File: src/rtl/ibex_pkg.sv
// Shared types and constants for the interrupt front-end: FSM states and exc_cause encodings.
package ibex_pkg;

    typedef enum logic [1:0] {
        IRQ_IDLE = 2'd0,
        IRQ_REQ  = 2'd1,
        IRQ_HOLD = 2'd2
    } irq_fsm_e;

    localparam logic [5:0] EXC_CAUSE_IRQ_SOFTWARE_M = 6'h23;
    localparam logic [5:0] EXC_CAUSE_IRQ_TIMER_M    = 6'h27;
    localparam logic [5:0] EXC_CAUSE_IRQ_EXTERNAL_M = 6'h2B;
    localparam logic [5:0] EXC_CAUSE_IRQ_NM         = 6'h3F;

    // Fast causes are {IRQ_FAST_CAUSE_PREFIX, fast_id}
    localparam logic [1:0] IRQ_FAST_CAUSE_PREFIX = 2'b11;

endpackage

File: src/rtl/ibex_irq_sync.sv
// Parametrised-width two-flop synchroniser for asynchronous interrupt lines; both stages reset to 0.
module ibex_irq_sync #(
    parameter int unsigned WIDTH = 1
) (
    input  logic             clk_i,
    input  logic             rst_ni,
    input  logic [WIDTH-1:0] d_i,
    output logic [WIDTH-1:0] q_o
);

    logic [WIDTH-1:0] stage1_q;
    logic [WIDTH-1:0] stage2_q;

    always_ff @(posedge clk_i or negedge rst_ni) begin
        if (!rst_ni) begin
            stage1_q <= '0;
            stage2_q <= '0;
        end else begin
            stage1_q <= d_i;
            stage2_q <= stage1_q;
        end
    end

    assign q_o = stage2_q;

endmodule

File: src/rtl/ibex_irq_arbiter.sv
// Interrupt front-end: latches, masks and prioritises NMI, M-mode and fast sources behind a req/ack handshake.
// Define IBEX_IRQ_SYNC_EN to put a two-flop synchroniser on every irq_*_i input.
module ibex_irq_arbiter
    import ibex_pkg::*;
#(
    parameter int unsigned              NUM_FAST_IRQ   = 15,
    parameter logic [NUM_FAST_IRQ-1:0]  FAST_EDGE_MASK = '0,
    parameter int unsigned              FAST_ID_W      = 4
) (
    input  logic                      clk_i,
    input  logic                      rst_ni,
    input  logic                      irq_software_i,
    input  logic                      irq_timer_i,
    input  logic                      irq_external_i,
    input  logic [NUM_FAST_IRQ-1:0]   irq_fast_i,
    input  logic                      irq_nm_i,
    input  logic                      csr_mstatus_mie_i,
    input  logic [NUM_FAST_IRQ+2:0]   csr_mie_i,
    input  logic                      debug_mode_i,
    input  logic                      mret_i,
    input  logic                      irq_ack_i,
    output logic                      irq_req_o,
    output logic [5:0]                irq_cause_o,
    output logic                      irq_pending_o,
    output logic                      nmi_mode_o,
    output logic [NUM_FAST_IRQ+2:0]   csr_mip_o,
    output logic [1:0]                irq_fsm_o
);

    localparam int unsigned NIN = NUM_FAST_IRQ + 4;

    // Handshake: irq_req_o/irq_cause_o are registered and stay stable while irq_req_o = 1;
    // a request is taken on any cycle where irq_req_o & irq_ack_i, and may be withdrawn
    // (irq_req_o drops without ack) when it is no longer eligible.

    logic [NIN-1:0] irq_raw;
    logic [NIN-1:0] irq_in;

    assign irq_raw = {irq_nm_i, irq_fast_i, irq_external_i, irq_timer_i, irq_software_i};

`ifdef IBEX_IRQ_SYNC_EN
    ibex_irq_sync #(
        .WIDTH (NIN)
    ) u_irq_sync (
        .clk_i  (clk_i),
        .rst_ni (rst_ni),
        .d_i    (irq_raw),
        .q_o    (irq_in)
    );
`else
    assign irq_in = irq_raw;
`endif

    logic                    sw_in;
    logic                    tmr_in;
    logic                    ext_in;
    logic                    nm_in;
    logic [NUM_FAST_IRQ-1:0] fast_in;

    assign {nm_in, fast_in, ext_in, tmr_in, sw_in} = irq_in;

    irq_fsm_e                state_q;
    logic                    req_q;
    logic [5:0]              cause_q;
    logic                    cause_nmi_q;
    logic                    nmi_mode_q;
    logic [NUM_FAST_IRQ-1:0] prev_q;
    logic [NUM_FAST_IRQ-1:0] latch_q;
    logic [NUM_FAST_IRQ-1:0] latch_clr;
    logic [NUM_FAST_IRQ-1:0] fast_pend;
    logic [NUM_FAST_IRQ+2:0] enabled;
    logic                    nmi_ok;
    logic                    mask_ok;
    logic                    elig;
    logic                    req_ack;
    logic [5:0]              win_cause;
    logic                    win_nmi;

    assign req_ack   = (state_q == IRQ_REQ) & irq_ack_i;
    assign fast_pend = (FAST_EDGE_MASK & latch_q) | (~FAST_EDGE_MASK & fast_in);
    assign csr_mip_o = {fast_pend, ext_in, tmr_in, sw_in};
    assign enabled   = csr_mip_o & csr_mie_i;

    assign nmi_ok        = nm_in & ~nmi_mode_q;
    assign mask_ok       = (|enabled) & csr_mstatus_mie_i;
    assign elig          = ~debug_mode_i & (nmi_ok | mask_ok);
    assign irq_pending_o = (|enabled) | nm_in;

    // A taken fast request clears its own latch; cause_nmi_q keeps fast id 15 distinct from NMI.
    always_comb begin
        latch_clr = '0;
        if (req_ack && !cause_nmi_q && (cause_q[5:4] == IRQ_FAST_CAUSE_PREFIX)) begin
            for (int i = 0; i < NUM_FAST_IRQ; i++) begin
                if (cause_q[FAST_ID_W-1:0] == FAST_ID_W'(i)) begin
                    latch_clr[i] = 1'b1;
                end
            end
        end
    end

    // Lowest priority first so later assignments override; the ascending fast loop leaves the highest index.
    always_comb begin
        win_cause = '0;
        win_nmi   = 1'b0;
        if (nmi_ok) begin
            win_cause = EXC_CAUSE_IRQ_NM;
            win_nmi   = 1'b1;
        end else if (mask_ok) begin
            if (enabled[1]) win_cause = EXC_CAUSE_IRQ_TIMER_M;
            if (enabled[0]) win_cause = EXC_CAUSE_IRQ_SOFTWARE_M;
            if (enabled[2]) win_cause = EXC_CAUSE_IRQ_EXTERNAL_M;
            for (int i = 0; i < NUM_FAST_IRQ; i++) begin
                if (enabled[3+i]) win_cause = {IRQ_FAST_CAUSE_PREFIX, FAST_ID_W'(i)};
            end
        end
    end

    // Set wins over a simultaneous ack clear so a fresh edge is never lost.
    always_ff @(posedge clk_i or negedge rst_ni) begin
        if (!rst_ni) begin
            prev_q  <= '0;
            latch_q <= '0;
        end else begin
            prev_q  <= fast_in;
            latch_q <= ((latch_q & ~latch_clr) | (fast_in & ~prev_q)) & FAST_EDGE_MASK;
        end
    end

    always_ff @(posedge clk_i or negedge rst_ni) begin
        if (!rst_ni) begin
            state_q     <= IRQ_IDLE;
            req_q       <= 1'b0;
            cause_q     <= '0;
            cause_nmi_q <= 1'b0;
            nmi_mode_q  <= 1'b0;
        end else begin
            case (state_q)
                IRQ_IDLE: begin
                    if (elig) begin
                        state_q     <= IRQ_REQ;
                        req_q       <= 1'b1;
                        cause_q     <= win_cause;
                        cause_nmi_q <= win_nmi;
                    end
                end
                IRQ_REQ: begin
                    if (irq_ack_i) begin
                        state_q <= IRQ_HOLD;
                        req_q   <= 1'b0;
                    end else if (!elig) begin
                        state_q <= IRQ_IDLE;
                        req_q   <= 1'b0;
                    end
                end
                IRQ_HOLD: begin
                    state_q <= IRQ_IDLE;
                    req_q   <= 1'b0;
                end
                default: begin
                    state_q <= IRQ_IDLE;
                    req_q   <= 1'b0;
                end
            endcase

            if (req_ack && cause_nmi_q) begin
                nmi_mode_q <= 1'b1;
            end else if (mret_i) begin
                nmi_mode_q <= 1'b0;
            end
        end
    end

    assign irq_req_o   = req_q;
    assign irq_cause_o = cause_q;
    assign nmi_mode_o  = nmi_mode_q;
    assign irq_fsm_o   = state_q;

endmodule

File: config.mk
export PLATFORM = sky130hd
export DESIGN_NAME = ibex_irq_arbiter
export DESIGN_NICKNAME = d
export VERILOG_FILES = /design/src/rtl/ibex_pkg.sv /design/src/rtl/ibex_irq_sync.sv /design/src/rtl/ibex_irq_arbiter.sv
export SDC_FILE = /design/constraint.sdc
export NUM_CORES = 1
export LEC_CHECK = 0
export CORE_MARGIN = 4
export CORE_UTILIZATION = 32
export DETAILED_ROUTE_END_ITERATION = 6
export PLACE_DENSITY = 0.8
export SLEW_MARGIN = 20
export SYNTH_ARGS = -nofsm -noshare
export SYNTH_HDL_FRONTEND = slang
export SYNTH_SLANG_ARGS = --single-unit
File: constraint.sdc
create_clock -name clk_i -period 1.9 [get_ports clk_i]
set_input_delay 0.19 -clock clk_i [delete_from_list [all_inputs] [get_ports clk_i]]
set_output_delay 0.19 -clock clk_i [all_outputs]
set_load 0.02 [all_outputs]
* Word level (Yosys, flattened, before mapping) *
Index checks and enable logic that the tools add are counted.

word-level totals
  output and inout port bits = 29
  bits in registers = 11
  logic and storage cells = 54
  input bits = 43

cells by class
  reduce and logical (&&, ||, !) cells = 6
  muxes and demuxes = 31
  equal/unequal tests = 3
  bitwise gates (word level) = 9

operators by type and width
  operator                                             number
  two-way mux 6 bit                                    20
  bitwise AND 18 bit                                   1
  OR reduction 18 bit                                  1
  two-way mux 1 bit                                    6
  two-way mux 2 bit                                    3
  bitwise AND 1 bit                                    4
  case mux 2 bit (2 select lines)                      1
  AND reduction 2 bit                                  2
  != test 3 bit, second input constant                 1
  equality test 2 x 1 -> 1 bit, second input constant  1
  logical NOT 2 bit                                    1
  != test 2 bit, second input constant                 1
  inverter 1 bit                                       2
  bitwise OR 1 bit                                     2
  case mux 1 bit (2 select lines)                      1
  nonzero test 2 bit                                   1
  logical AND 1 bit                                    1

* Longest topological paths before layout *
Gate-level depths: netlist of the first run.

  depth in word-level cells = 21
  depth in mapped cells = 5
  mapped depth without buffers = 5

* Least setup slack after synthesis of the first run *
OpenSTA, ideal clock, no wires.

  path kind = input to register
  start = in irq_fast_i[1]
  end = reg cause_q[3], in the netlist irq_cause_o[3]
  setup slack = 0.265 ns
  arrival = 1.509 ns
  buffers on the path = 0
  library setup time = 0.125 ns
  cell stages on the path = 5
  required time = 1.775 ns
  path through = a22o_2 nor4_4 a31oi_2 o21a_4 mux2_4

on the way
  longest elaborated chain between the ends = 17
  elaborated cells on any way between the ends = 22
  those cells by class = 16 x mux; 4 x bitwise; 2 x reduce/logical

ends and longest elaborated chain
  item                              line                     text
  from (decl)                       ibex_irq_arbiter.sv:15   input logic [NUM_FAST_IRQ-1:0] irq_fast_i,
  bitwise AND 18 bit (*)            ibex_irq_arbiter.sv:82   assign enabled = csr_mip_o & csr_mie_i;
  two-way mux 6 bit (14 in series)  ibex_irq_arbiter.sv:113  if (enabled[3+i]) win_cause = {IRQ_FAST_CAUSE_PREFIX, FAST_ID_W'(i)};
  two-way mux 6 bit                 ibex_irq_arbiter.sv:108  end else if (mask_ok) begin
  two-way mux 6 bit                 ibex_irq_arbiter.sv:105  if (nmi_ok) begin
  to (signal assigned)              ibex_irq_arbiter.sv:142  cause_q <= win_cause;
  to (decl)                         ibex_irq_arbiter.sv:64   logic [5:0] cause_q;

Mark *: on every way between the ends. The rest lies on a longest branch, timed or not.
A chain may end at the register's enable or synchronous reset.

* Final worst setup path of the first run *
  start = in irq_fast_i[10]
  end = reg cause_q[0], in the netlist irq_cause_o[0]

on the way
  longest elaborated chain between the ends = 8
  elaborated cells on any way between the ends = 13
  those cells by class = 7 x mux; 4 x bitwise; 2 x reduce/logical

ends and longest elaborated chain
  item                             line
  bitwise AND 18 bit (*)           ibex_irq_arbiter.sv:82
  two-way mux 6 bit (5 in series)  ibex_irq_arbiter.sv:113
  two-way mux 6 bit                ibex_irq_arbiter.sv:108
  two-way mux 6 bit                ibex_irq_arbiter.sv:105

Marks and branches as above.

==> results.md, run 1 <==
* Status: complete, no violations
* Grt ovf at 0
* Iter 0 DRT Violations at 30
* Number of I/O port buffers at 71
* GRT Util Overall at 19.4%
* Starting density of the core at 34.0%
* Post-synth EDFFs at 0
* Clk_lat worst skew at 0.28 ns
* Area fraction in compound gates after synthesis at 30.5%
* Routed vias/inst at 5.24
* Dominant synthesized flop cell: dfrtp_1
* Row count at 18
* Antenna Diode Count at 0
* Avg WL per Cell at 16.8 µm
* Setup TNS at 0 ns
* Hold-fix buffers, CTS at 0
* Ys async rst share at 100%
* Layout cell share with drive strength beyond 1 at 27.0%
* Pwr dens at 504 nW/µm²
* Vias at 1148
* Sink Count at 10
* Placed inst area at 1730 µm²
* Period utilisation layout at 99.0%
* Max Freq at 0.532 GHz
* First-pass detailed-route iteration total at 5
* Routing usage on met2 at 37.7%
* Post-Synth Adder-Cell Area at 0%
* Tmin final at 1.88 ns
* Synth warn at 0
* Gr busiest metal: met2
* Area Overhead vs Synth at 113%
* Max Cap Viol at 0
* Peak supply drop at 0.000399 V
* Final #Nets at 234
* Critical path type: primary input to flop
* Distinct cells, synth at 35
* Final Hold Fails at 0
* Startpoint class of the critical path: primary input
* P_int at 0.603 mW
* Final setup fails at 0
* Die width at 59.8 µm
* Boundary pin count at 72
* Worst Path Required at 2.07 ns
* Vias in the first global route at 1249
* Sequential area share after synthesis at 29.2%
* CP Cell Sequence: clkdlybuf4s50_1, a22oi_1, and3_1, buf_6, a31oi_4, buf_4, nand3_1, o32a_2
* Post-DP HPWL at 2.87 mm
* Core area at 2520 µm²
* Setup crit end kind: flop
* Fin area at 1820 µm²
* Switch Pwr at 0.315 mW
* CTS tree: built
* Synth Register Bits at 10
* Mapped Cells at 94
* Worst hold path type: primary input to asynchronous set/reset pin
* Worst path arrival time at 2.05 ns
* Total power at 0.918 mW
* Filler instances at 182
* Crit path max-delay family: buffers and inverters
* Mapped Nets at 137
* Delay of the slowest critical-path stage at 0.51 ns
* Max Slew Vio Count at 0
* H-tree levels at 1
* Commonest non-fill, non-tap cell in the layout: clkdlybuf4s50_1
* First-pass GRT wire length at 5.32 mm
* Simple-gate share of the synthesized area at 19.4%
* Clk pin slew, worst setup/hold paths at 0.07 ns
* CTS max path bufs at 2
* Final WL at 3.69 mm
* GPL Wtd Cong at 0.747
* Chip Height at 59.8 µm
* Largest net degree at the start of global routing at 11
* Commonest cells after routing, fill and taps aside: clkdlybuf4s50_1 (61), buf_4 (39), nand2_1 (12)
* Clk pwr share at 16.6%
* Switch share at 34.3%
* XOR/XNOR share of the synthesized area at 0%
* Slew HR at 69.0%
* Post-route ant nets at 0
* GR Util met1 at 20.2%
* Die ar. at 3570 µm²
* Combinational power share at 53.9%
* Sequential Power Share at 29.5%
* Largest family of logic cells by synthesized area: compound AO/OA/AOI/OAI gates
* DRC viols at 0
* Synthesized area per cell at 9.12 µm²
* Max Clock Skew at 0.0107 ns
* Critical path's slowest cell: clkdlybuf4s50_1
* Static Leakage at 0.845 nW
* Critical-path maximum fanout at 4
* Buf+Inv Stages, Crit Path at 3
* Post-Synthesis Cell Area at 857 µm²
* Multiplexer share of the synthesized area at 2.92%
* Grt met3 use at 3.46%
* Initial antenna violation count at 0
* TritonCTS buffer count at 3
* Tightest Pin Transition at 0.464 ns
* Clock Tree Root: clkbuf_4
-- sequential cells by signal, indices dropped and copies added, names as in the netlist --
register	cells
nmi_mode_o	1
irq_fsm_o	1
cause_nmi_q	1
irq_cause_o	6
irq_req_o	1
-- metrics by stage --
step / instances / hold slack [ns] / util (%) / setup slack [ns]
after floorplan: 94 / -0.106 / - / 0.265
after global placement: 212 / 0.446 / 68.7 / -0.273
after detailed placement: 212 / 0.453 / 68.7 / -0.291
after CTS: 218 / 0.238 / 70.5 / -0.00230
after global routing: 219 / 0.254 / 72.2 / -0.00899
final: 219 / 0.226 / 72.2 / 0.0198
-- worst paths after layout --
path                       cells past startpoint  slack, ns                       start                          to
min in group clk_i                             4       0.42               csr_mie_i[15]  irq_cause_o[1]$_DFFE_PN0P_
min reg2reg                                    1       0.46  irq_cause_o[5]$_DFFE_PN0P_  irq_cause_o[5]$_DFFE_PN0P_
max reg2reg                                    4       0.52      nmi_mode_o$_DFFE_PN0P_  irq_cause_o[4]$_DFFE_PN0P_
max in group asynchronous                      1       1.35                      rst_ni    irq_fsm_o[1]$_DFFE_PN0P_
max                                            8       0.02              irq_fast_i[10]  irq_cause_o[0]$_DFFE_PN0P_
min                                            1       0.23                      rst_ni  irq_cause_o[1]$_DFFE_PN0P_
-- kinds of logic (layout without fill, tap and decap cells) --
family                 count (synthesis)  count (layout)
AOI/OAI and AO/OA                     30              30
buffers and inverters                 22             117
DFF                                   10              10
muxes                                  2               2
and+or+nand+nor                       30              30
-- per-layer routing --
metal  up-vias  part of all wire, %
li1        543                    -
met3        12                  7.6
met4         0                  3.6
met1       533                   34
met5         -                    0
met2        60                   55
-- area by class of cell --
cell class	instances	area, µm²	area share, %
sequential	10	250	13.7
timing repair buffer	111	1040	57.0
inverter	3	11.3	0.618
clock buffer	3	22.5	1.24
multi-input combinational	62	462	25.3
tap	30	37.5	2.06
-- cells in the mapped netlist (2+ instances only) --
library cell,count,area [µm²]
a21oi_1,4,20.0
a222oi_1,4,40.0
a22o_1,4,35.0
a22oi_1,3,22.5
buf_4,19,143
dfrtp_1,10,250
inv_1,3,11.3
nand2_1,12,45.0
nand4_1,3,18.8
nor2_1,3,11.3
nor2b_1,2,12.5
nor3_1,2,10.0
o21ai_0,2,10.0
o22a_1,2,17.5
-- power groups by stage --
stage                     clock [mW]  sequential, mW  combinational (mW)
final                          0.153           0.271               0.495
after floorplan                    0           0.303               0.171
after detailed placement           0           0.272               0.478
after global routing           0.160           0.274               0.522
after CTS                      0.155           0.269               0.486
after global placement             0           0.271               0.466
-- timing repair --
item                       in CTS  in global routing
setup buffers                   3                  1
setup endpoints to repair       1                  4
pin swaps                       3                  5
gates resized for setup         3                 11
gates cloned                    0                  0
Power figures use the tool's default switching activity.
==> run 2: changes to the inputs <==
CTS_BUF_LIST = sky130_fd_sc_hd__clkbuf_16   (was default)
==> run 2 against run 1 <==
- die area unchanged
- routed wire length fell by 1.4%
- final cell count did not move
- non-clock buffer count is the same
- critical path type unchanged
- critical endpoint is now irq_cause_o[3]$_DFFE_PN0P_
- largest power group unchanged
==> results.md, run 2 (same netlist as run 1, synthesis figures left out) <==
* Critical path type: primary input to flop (unchanged)
* Fin area at 1880 µm² (was 1820 µm²)
* Tmin final at 1.86 ns (was 1.88 ns)
* Placed Cells at 212 (unchanged)
* Max Freq at 0.537 GHz (was 0.532 GHz)
* Worst Path Required at 2.02 ns (was 2.07 ns)
* Pwr dens at 606 nW/µm² (was 504 nW/µm²)
* Fin worst setup slack at 0.0393 ns (was 0.0198 ns)
* Non-filler cells, final at 219 (unchanged)
* Post-route ant nets at 0 (unchanged)
* First-pass detailed-route iteration total at 5 (unchanged)
* Chip Height at 59.8 µm (unchanged)
* Core Util, Final at 74.7% (was 72.2%)
* First-pass GRT wire length at 5.73 mm (was 5.32 mm)
* Number of I/O port buffers at 71 (unchanged)
* Max Clock Skew at 0.00203 ns (was 0.0107 ns)
* Core area at 2520 µm² (unchanged)
* Placed inst area at 1730 µm² (unchanged)
* Period utilisation layout at 97.9% (was 99.0%)
* Unrepaired setup endpoints after global routing: yes
* TritonCTS buffer count at 3 (unchanged)
* Status: complete, no violations (unchanged)
* Area Overhead vs Synth at 120% (was 113%)
* Final setup fails at 0 (unchanged)
* Layout cell share with drive strength beyond 1 at 27.5% (was 27.0%)
* Setup TNS at 0 ns (unchanged)
* Initial antenna violation count at 0 (unchanged)
* Commonest non-fill, non-tap cell in the layout: clkdlybuf4s50_1 (unchanged)
* Vias in the first global route at 1271 (was 1249)
* Worst hold path type: primary input to asynchronous set/reset pin (unchanged)
* Worst path arrival time at 1.98 ns (was 2.05 ns)
* Largest register FFs at 6 (unchanged)
* Antenna Diode Count at 0 (unchanged)
* Startpoint class of the critical path: primary input (unchanged)
* Setup WS pre-CTS at -0.291 ns (unchanged)
* H-tree levels at 1 (unchanged)
* CTS max path bufs at 2 (unchanged)
* Max Cap Viol at 0 (unchanged)
* Grt ovf at 0 (unchanged)
* Critical-path maximum fanout at 6 (was 4)
* Peak supply drop at 0.000922 V (was 0.000399 V)
* Iter 0 DRT Violations at 29 (was 30)
* Static Leakage at 0.859 nW (was 0.845 nW)
* DRC viols at 0 (unchanged)
* Setup crit end kind: flop (unchanged)
* Avg WL per Cell at 16.6 µm (was 16.8 µm)
* GPL Wtd Cong at 0.747 (unchanged)
* Row count at 18 (unchanged)
* Largest net degree at the start of global routing at 11 (unchanged)
* Routed vias/inst at 5.18 (was 5.24)
* GRT Util Overall at 21.2% (was 19.4%)
* Vias at 1135 (was 1148)
* Max Slew Vio Count at 0 (unchanged)
* Sink Count at 10 (unchanged)
* Clock Tree Root: clkbuf_16 (was clkbuf_4)
* Die width at 59.8 µm (unchanged)
* Starting density of the core at 34.0% (unchanged)
* Commonest cells after routing, fill and taps aside: clkdlybuf4s50_1 (62), buf_4 (38), nand2_1 (12) (was clkdlybuf4s50_1 (61), buf_4 (39), nand2_1 (12))
* CTS tree: built (unchanged)
* Tightest Pin Transition at 0.458 ns (was 0.464 ns)
* Die ar. at 3570 µm² (unchanged)
* Final Hold Fails at 0 (unchanged)
* Slew HR at 69.4% (was 69.0%)
* Final WL at 3.64 mm (was 3.69 mm)
* Post-DP HPWL at 2.87 mm (unchanged)
* Final #Nets at 234 (unchanged)
* Clk pin slew, worst setup/hold paths at 0.04 ns (was 0.07 ns)
* Boundary pin count at 72 (unchanged)
* Clk_lat worst skew at 0.24 ns (was 0.28 ns)
run 2: cell types whose count changed in the layout (fill, tap and decap cells not counted), sizes merged:
| cell | change |
|---|---|
| clkdlybuf4s50 | +1 |
| dlymetal6s2s | -1 |
run 2: area by class of cell:
cell class,count,area [µm²]
multi-input cells,62,472
clock buffers,3,75.1
inverters,3,11.3
well taps,30,37.5
flip-flops and latches,10,250
fillers,178,638
repair buffers,111,1040
run 2: where the power goes:
part | switching [mW] | internal, mW
sequential | 0.0238 | 0.247
combinational | 0.212 | 0.286
clock | 0.100 | 0.273
run 2: final timing paths:
path                                                 start                         end  slack [ns]  cells past startpoint
worst max-delay path                         irq_fast_i[2]  irq_cause_o[3]$_DFFE_PN0P_        0.04                      7
worst min-delay path                                rst_ni       irq_req_o$_DFFE_PN0P_        0.27                      1
worst max register to register      nmi_mode_o$_DFFE_PN0P_  irq_cause_o[3]$_DFFE_PN0P_        0.55                      3
worst min register to register  irq_cause_o[5]$_DFFE_PN0P_  irq_cause_o[5]$_DFFE_PN0P_        0.45                      1
max in group asynchronous                           rst_ni  irq_cause_o[0]$_DFFE_PN0P_        1.31                      1
min in group clk_i              irq_cause_o[5]$_DFFE_PN0P_  irq_cause_o[5]$_DFFE_PN0P_        0.45                      1
run 2: timing repair:
item	4_1_cts	5_1_grt
hold buffers	0	0
resized for setup	2	14
setup buffers	3	1
gates cloned	0	0
pin swaps	2	3
setup endpoints to repair	1	7
run 2: critical path: stages:
cell	delay [ns]
clkdlybuf4s50_1	0.44
a22o_4	0.25
nor4_4	0.30
buf_4	0.18
a31oi_4	0.09
o21a_4	0.23
mux2_4	0.29
run 2: through the flow:
| stage | hold slack (ns) | power [mW] |
|---|---|---|
| 2_1_floorplan | -0.106 | 0.474 |
| 3_5_place_dp | 0.453 | 0.750 |
| 5_1_grt | 0.302 | 1.20 |
| 6_report | 0.274 | 1.14 |
| 4_1_cts | 0.281 | 1.14 |
| 3_3_place_gp | 0.446 | 0.737 |
run 2: metal layers:
metal	GRT usage, %	share of wire, %	routed length, µm
met3	4.97	7.2	263
met5	0	0	0
met2	40.0	54	1970
met4	7.59	2.8	102
met1	22.6	36	1310
